===== src/rtl/cpu_pkg.sv =====
// +----------------------------------------------------------------------+
// | cpu_pkg: jump op encodings, PC FSM state type and PC constants        |
// | Rev 1.0 - initial release                                             |
// +----------------------------------------------------------------------+
`default_nettype none

package cpu_pkg;

   localparam logic [3:0] JUMP_NONE = 4'd0;
   localparam logic [3:0] JUMP_BEQ  = 4'd1;
   localparam logic [3:0] JUMP_BNE  = 4'd2;
   localparam logic [3:0] JUMP_JAL  = 4'd3;
   localparam logic [3:0] JUMP_JR   = 4'd4;
   localparam logic [3:0] JUMP_ERET = 4'd5;
   localparam logic [3:0] JUMP_BLEZ = 4'd6;
   localparam logic [3:0] JUMP_BGTZ = 4'd7;
   localparam logic [3:0] JUMP_BLTZ = 4'd8;
   localparam logic [3:0] JUMP_BGEZ = 4'd9;
   localparam logic [3:0] JUMP_J    = 4'd10;
   localparam logic [3:0] JUMP_JALR = 4'd11;

   localparam logic [31:0] DEF_RESET_PC = 32'h0000_3000;
   localparam logic [31:0] DEF_EXC_VEC  = 32'h0000_4180;

   typedef enum logic [0:0] {
      SEQ  = 1'b0,
      SLOT = 1'b1
   } pc_state_e;

   // True for every op that owns a delay slot (all control ops except ERET)
   function automatic logic is_bj(input logic [3:0] op);
      case (op)
         JUMP_BEQ, JUMP_BNE, JUMP_JAL, JUMP_JR, JUMP_BLEZ,
         JUMP_BGTZ, JUMP_BLTZ, JUMP_BGEZ, JUMP_J, JUMP_JALR: is_bj = 1'b1;
         default:                                             is_bj = 1'b0;
      endcase
   endfunction

endpackage

`default_nettype wire


===== src/rtl/npc_resolve.sv =====
// +----------------------------------------------------------------------+
// | npc_resolve: combinational D-stage branch/jump resolution             |
// | Rev 1.0 - initial release                                             |
// +----------------------------------------------------------------------+
`default_nettype none

module npc_resolve
   import cpu_pkg::*;
#(
   parameter int ADDR_W = 32
) (
   input  logic [3:0]        op,
   input  logic [ADDR_W-1:0] pc4,
   input  logic [31:0]       data1,
   input  logic [31:0]       data2,
   input  logic [25:0]       imm26,
   input  logic [31:0]       imm32,
   input  logic [ADDR_W-1:0] epc,
   output logic              taken,
   output logic [ADDR_W-1:0] target,
   output logic [ADDR_W-1:0] next
);

   logic [31:0] pc4_w;
   logic [31:0] seq_w;
   logic [31:0] br_tgt_w;
   logic [31:0] tgt_w;

   // All arithmetic in a 32-bit domain, truncated back to ADDR_W
   assign pc4_w    = 32'(pc4);
   assign seq_w    = pc4_w + 32'd4;
   assign br_tgt_w = pc4_w + (imm32 << 2);

   always_comb begin
      taken = 1'b0;
      tgt_w = br_tgt_w;
      case (op)
         JUMP_BEQ:  taken = (data1 == data2);
         JUMP_BNE:  taken = (data1 != data2);
         JUMP_BLEZ: taken = ($signed(data1) <= 32'sd0);
         JUMP_BGTZ: taken = ($signed(data1) >  32'sd0);
         JUMP_BLTZ: taken = ($signed(data1) <  32'sd0);
         JUMP_BGEZ: taken = ($signed(data1) >= 32'sd0);
         JUMP_J, JUMP_JAL: begin
            taken = 1'b1;
            tgt_w = {pc4_w[31:28], imm26, 2'b00};
         end
         JUMP_JR, JUMP_JALR: begin
            taken = 1'b1;
            tgt_w = data1;
         end
         JUMP_ERET: begin
            taken = 1'b1;
            tgt_w = 32'(epc);
         end
         default: begin
            taken = 1'b0;
            tgt_w = br_tgt_w;
         end
      endcase
   end

   assign target = ADDR_W'(tgt_w);
   assign next   = taken ? ADDR_W'(tgt_w) : ADDR_W'(seq_w);

endmodule

`default_nettype wire


===== src/rtl/pc_gen.sv =====
// +----------------------------------------------------------------------+
// | pc_gen: F-stage PC register, delay-slot FSM, ERET/exception redirect  |
// | Optional: PC_ALIGN_CHECK_EN adds the f_adel misaligned-fetch output   |
// | Rev 1.0 - initial release                                             |
// +----------------------------------------------------------------------+
`default_nettype none

module pc_gen
   import cpu_pkg::*;
#(
   parameter int                ADDR_W   = 32,
   parameter logic [ADDR_W-1:0] RESET_PC = ADDR_W'(DEF_RESET_PC),
   parameter logic [ADDR_W-1:0] EXC_VEC  = ADDR_W'(DEF_EXC_VEC)
) (
   input  logic              clk,
   input  logic              reset,
   output logic [ADDR_W-1:0] imem_addr,
   input  logic              imem_ready,
   input  logic              stall_d,
   output logic              f_valid,
   output logic [ADDR_W-1:0] f_pc,
   output logic              f_bd,
   input  logic              d_valid,
   input  logic [3:0]        d_op,
   input  logic [ADDR_W-1:0] d_pc4,
   input  logic [31:0]       d_data1,
   input  logic [31:0]       d_data2,
   input  logic [25:0]       d_imm26,
   input  logic [31:0]       d_imm32,
   input  logic [ADDR_W-1:0] epc,
   input  logic              exc_req
`ifdef PC_ALIGN_CHECK_EN
   ,
   output logic              f_adel
`endif
);

   pc_state_e         state_q, state_d;
   logic [ADDR_W-1:0] pc_q, pc_d;
   logic [ADDR_W-1:0] pend_q, pend_d;

   logic              accept;
   logic              consume;
   logic              eret_c;
   logic              bj_c;
   logic              squash;
   logic              res_taken;
   logic [ADDR_W-1:0] res_target;
   logic [ADDR_W-1:0] res_next;
   logic              unused_res;

   npc_resolve #(
      .ADDR_W (ADDR_W)
   ) u_npc_resolve (
      .op     (d_op),
      .pc4    (d_pc4),
      .data1  (d_data1),
      .data2  (d_data2),
      .imm26  (d_imm26),
      .imm32  (d_imm32),
      .epc    (epc),
      .taken  (res_taken),
      .target (res_target),
      .next   (res_next)
   );

   assign unused_res = &{1'b0, res_taken, res_target};

   assign accept  = imem_ready & ~stall_d;
   assign consume = d_valid & ~stall_d & (d_op != JUMP_NONE);
   assign eret_c  = consume & (d_op == JUMP_ERET);
   // A branch sitting in a delay slot is ignored; the pending target wins
   assign bj_c    = consume & is_bj(d_op) & (state_q == SEQ);
   assign squash  = exc_req | eret_c;

   assign imem_addr = pc_q;
   assign f_pc      = pc_q;
   assign f_valid   = accept & ~squash;
   assign f_bd      = (state_q == SLOT) | bj_c;

   always_comb begin
      state_d = state_q;
      pc_d    = pc_q;
      pend_d  = pend_q;
      if (exc_req) begin
         pc_d    = EXC_VEC;
         state_d = SEQ;
         pend_d  = '0;
      end else if (eret_c) begin
         pc_d    = epc;
         state_d = SEQ;
         pend_d  = '0;
      end else if (bj_c) begin
         if (accept) begin
            pc_d = res_next;
         end else begin
            pend_d  = res_next;
            state_d = SLOT;
         end
      end else if (accept) begin
         if (state_q == SLOT) begin
            pc_d    = pend_q;
            state_d = SEQ;
         end else begin
            pc_d = pc_q + ADDR_W'(4);
         end
      end
   end

   always_ff @(posedge clk or negedge reset) begin
      if (!reset) begin
         state_q <= SEQ;
         pc_q    <= RESET_PC;
         pend_q  <= '0;
      end else begin
         state_q <= state_d;
         pc_q    <= pc_d;
         pend_q  <= pend_d;
      end
   end

`ifdef PC_ALIGN_CHECK_EN
   logic adel_q;

   always_ff @(posedge clk or negedge reset) begin
      if (!reset) begin
         adel_q <= |RESET_PC[1:0];
      end else begin
         adel_q <= |pc_d[1:0];
      end
   end

   assign f_adel = adel_q;
`endif

endmodule

`default_nettype wire


===== config.mk =====
export PLATFORM = sky130hd
export DESIGN_NAME = pc_gen
export DESIGN_NICKNAME = d
export VERILOG_FILES = /design/src/rtl/cpu_pkg.sv /design/src/rtl/npc_resolve.sv /design/src/rtl/pc_gen.sv
export SDC_FILE = /design/constraint.sdc
export NUM_CORES = 1
export LEC_CHECK = 0
export BUFFER_PORTS_ARGS = -buffer_cell sky130_fd_sc_hd__buf_2
export CAP_MARGIN = 40
export CORE_ASPECT_RATIO = 1.1
export CORE_MARGIN = 3
export CORE_UTILIZATION = 40
export CTS_CLUSTER_DIAMETER = 120
export DETAILED_ROUTE_END_ITERATION = 10
export PLACE_DENSITY = 0.66
export SLEW_MARGIN = 20
export SYNTH_ARGS = -nofsm -noshare
export SYNTH_HDL_FRONTEND = slang
export SYNTH_SLANG_ARGS = --single-unit

===== constraint.sdc =====
create_clock -name clk -period 2.71 [get_ports clk]
set_input_delay 0.271 -clock clk [delete_from_list [all_inputs] [get_ports clk]]
set_output_delay 0.271 -clock clk [all_outputs]
set_load 0.01 [all_outputs]

==> key figures <==
Die
  – Starting density of the core: 40.9%
  – Die area: about 21,000 um^2
  – Die width: 139 um
  – Row count: 53
  – Core area: 19,200 um^2
  – Die height: between 150 and 200 um
  – # IOs: 262

Critical path
  – Cell depth of the worst setup path: 12
  – CP bufs+invs: 2
  – Reg2Reg Depth: 9
  – Class of the most critical setup path: input port to flop
  – CP required: between 2 and 3 ns
  – Crit end category: flop
  – Reg2reg setup slack: ~0.18 ns
  – Reg-to-reg startpoint: f_pc[12]
  – Crit path to: f_pc[18]
  – Crit-path max cell delay: ~0.53 ns
  – Crit Reg-Reg Endpoint: f_pc[18]
  – Crit. Startpoint: d_pc4[2]
  – CP cell instances: buf_4 > ha_4 > inv_1 > fa_2 > nor2b_2 > o2111ai_2 > a211o_1 > and3_1 > or4_1 > nand4_1 > o21ai_2 > a2111oi_2
  – CP top delay family: simple AND/OR/NAND/NOR gates
  – Slowest cell on crit path: or4_1
  – Worst-path fanout max: 3
  – Worst Path Arrival: 2.81 ns
  – CP startpoint kind: input port

Pwr
  – Sw Pwr: between 0.001 and 0.0015 W
  – Clock power share: approximately 28%
  – Sw Share: 37.1%
  – Maximum vdd drop: between 0.0002 and 0.0003 V
  – Leakage power: ~5 nW
  – Comb pwr share: roughly 45%
  – Flop pwr share: roughly 28%
  – Internal power: between 0.002 and 0.0025 W
  – Pwr/cell area: 368 nW/um^2

Placement
  – Placer Congestion: 0.990
  – Post-Place Cells: approximately 1,600
  – Final HPWL DP: around 30,000 um
  – I/O Buffers: approximately 260

Clock tree
  – Clk sinks: 65
  – Clock Latency Late Sink: about 0.33 ns
  – H-tree depth: 3
  – Clock Path Buffers: 2
  – CTS Hold Bufs: 0
  – Clk pin slew, worst setup/hold paths: 0.05 ns
  – CTS tree: yes
  – CTS root buffer: clkbuf_16
  – CTS buffer count: 9

Route
  – Drt drc: 0
  – Initial drt markers: approximately 1,400
  – Final ANT Viol Nets: 0
  – WL final: about 36,000 um
  – DRT Pass-1 Iters: 7
  – DR vias/cell: between 6 and 7
  – Wire length per cell: 22.2 um
  – Vias: approximately 10,000

STA
  – Skew final: ~0.005 ns
  – Hold Worst Slack: -0.0228 ns
  – Period minus WS final: ~2.6 ns
  – Slew @ Worst Pin: about 0.82 ns
  – Rel. slew slack: a little under half
  – RSZ-0062 raised after global routing: false
  – Final Cycle Share: a little over nine tenths
  – Final Max Slew Viols: 0
  – Final setup fails: 0
  – Setup TNS Final: 0 ns
  – Final Hold Viols: 26
  – Peak Freq: around 380 MHz

Synth
  – Synth Area in Compound Gates: between 30% and 40%
  – Cell area after synthesis: between 7000 and 8000 um^2
  – Post-synthesis simple-gate area fraction: ~22%
  – Post-synth EDFFs: 0
  – Synthesis Warnings: 0
  – Gate Count Post-Synth: 1,001
  – Register area share after synthesis: approximately a fifth
  – Post-Syn Nets: 1,229
  – Xor and xnor fraction of the mapped netlist area: between 10% and 20%
  – Syn_area_per_cell: 7.83 um^2
  – Largest family of logic cells by synthesized area: compound AO/OA/AOI/OAI gates
  – FFs w/ async S/R, synth: 100%
  – Mux contribution to synthesized area: roughly 1.7%
  – Post-Synth Adder-Cell Area: between 5 and 6%
  – Yosys reg bits: 65
  – Yosys cell types: 83
  – Ys flop type: dfrtp_1

GRT
  – Largest net degree at the start of global routing: 38
  – Initial antenna violation count: 2
  – First-pass GRT wire length: between 50,000 and 60,000 um
  – Vias in the first global route: approximately 9,200
  – Total GRT Usage: between 30% and 40%
  – Total congestion overflow: 0

Finish
  – Post-route insts no fill: about 1,600
  – Fin util: a little under three fifths
  – Most frequent cells in the layout: 258 x buf_2, 164 x buf_4, 95 x nand2_1, 65 x xor2_1, 63 x dfrtp_1
  – Sequential Area: 1630 um^2
  – Fin nets: about 1,600
  – FILL cells: between 1,500 and 2,000
  – Commonest non-fill, non-tap cell in the layout: buf_2
  – Layout area overhead: 35.5%
  – Layout cells sized above 1: between 30% and 40%
  – Multi-input logic area: about 5700 um^2

Min path
  – Hold Crit Class: input port to asynchronous set/reset pin

Outcome
  – Run status: complete, but fails checks
  – Failing checks: hold timing

Job
  – Maximum capacitance violations: 0
[routing by layer]
metal	GRT usage [%]	up-vias	part of all wire, %
met5	0	-	0.037
met4	12.8	2	4.8
met3	5.10	100	10
met2	49.6	674	45
met1	42.2	4636	40
li1	-	4559	-
[cell usage after synthesis (13+ instances only)]
cell | n | area (um^2)
a21o_1 | 15 | 113
a21oi_1 | 50 | 250
a222oi_1 | 38 | 380
a22o_1 | 14 | 123
a31oi_1 | 24 | 150
and3_1 | 20 | 125
buf_2 | 14 | 70.1
buf_4 | 33 | 248
clkbuf_1 | 40 | 150
dfrtp_1 | 63 | 1580
ha_1 | 31 | 388
inv_1 | 17 | 63.8
nand2_1 | 95 | 357
nand3_1 | 37 | 185
nand4_1 | 28 | 175
nor2_1 | 63 | 236
nor3_1 | 19 | 95.1
nor4_1 | 21 | 131
o211ai_1 | 13 | 97.6
o21a_1 | 15 | 113
o21ai_0 | 60 | 300
xnor2_1 | 34 | 298
xor2_1 | 65 | 569
[what timing repair did]
item | CTS | global route
setup buffers | 1 | 0
pin swaps | 6 | 1
setup endpoints to repair | 2 | 9
resized for setup | 4 | 5
[logic make-up after synthesis]
| logic type | Yosys count |
|---|---|
| buffers and inverters | 108 |
| flip-flops | 65 |
| XOR/XNOR | 99 |
| AND/OR/NAND/NOR | 341 |
| AO/OA/AOI/OAI | 343 |
| multiplexers | 13 |
| adder cells (fa/ha/maj) | 32 |
[area by class of cell]
| type | count | share of cell area [%] |
|---|---|---|
| flip-flops and latches | 65 | 15.3 |
| clock buffers | 15 | 2.52 |
| diodes | 1 | 0.0236 |
| repair buffers | 426 | 24.5 |
| well taps | 247 | 2.91 |
| multi-input cells | 828 | 54.0 |
| inverters | 19 | 0.672 |
[metrics by stage]
stage	setup slack, ns	instance area (um^2)	hold WS [ns]	total power, W
after floorplan	0.00227	7850	-0.0246	0.00196
after global placement	-0.298	10300	0.343	0.00277
after detailed placement	-0.358	10300	0.349	0.00278
after CTS	0.0326	10600	0.00268	0.00385
after global routing	0.00621	10600	0.0404	0.00407
final	0.104	10600	-0.0228	0.00390
[worst register-to-register path, stage by stage (launching register included)]
cell       delay (ns)
dfstp_2          0.57
and4_1           0.26
and4_1           0.31
buf_4            0.17
and3_1           0.19
nand2_1          0.07
xor2_1           0.15
a21oi_1          0.19
a2bb2oi_1        0.12
a2111oi_2        0.38
[worst min-delay path by stage]
stage | end | cells after the start | slack, ns
4_1_cts | pend_q[0] | 1 | 0.003
5_1_grt | pend_q[0] | 1 | 0.04
3_3_place_gp | pend_q[0] | 1 | 0.34
2_1_floorplan | f_pc[0] | 0 | -0.02
6_report | pend_q[0] | 1 | -0.02
3_5_place_dp | pend_q[0] | 1 | 0.35
[registers in the layout, summed over array words and instances (netlist names)]
signal,count
f_pc,32
pend_q,32
state_q,1
[power by group through the flow]
stage,combinational (W),sequential (W),clock [W]
after floorplan,0.000864,0.00109,0
after global placement,0.00168,0.00109,0
after detailed placement,0.00169,0.00109,0
after CTS,0.00171,0.00108,0.00107
after global routing,0.00187,0.00108,0.00112
final,0.00175,0.00108,0.00107
No activity file was read; power rests on OpenSTA's default activity.
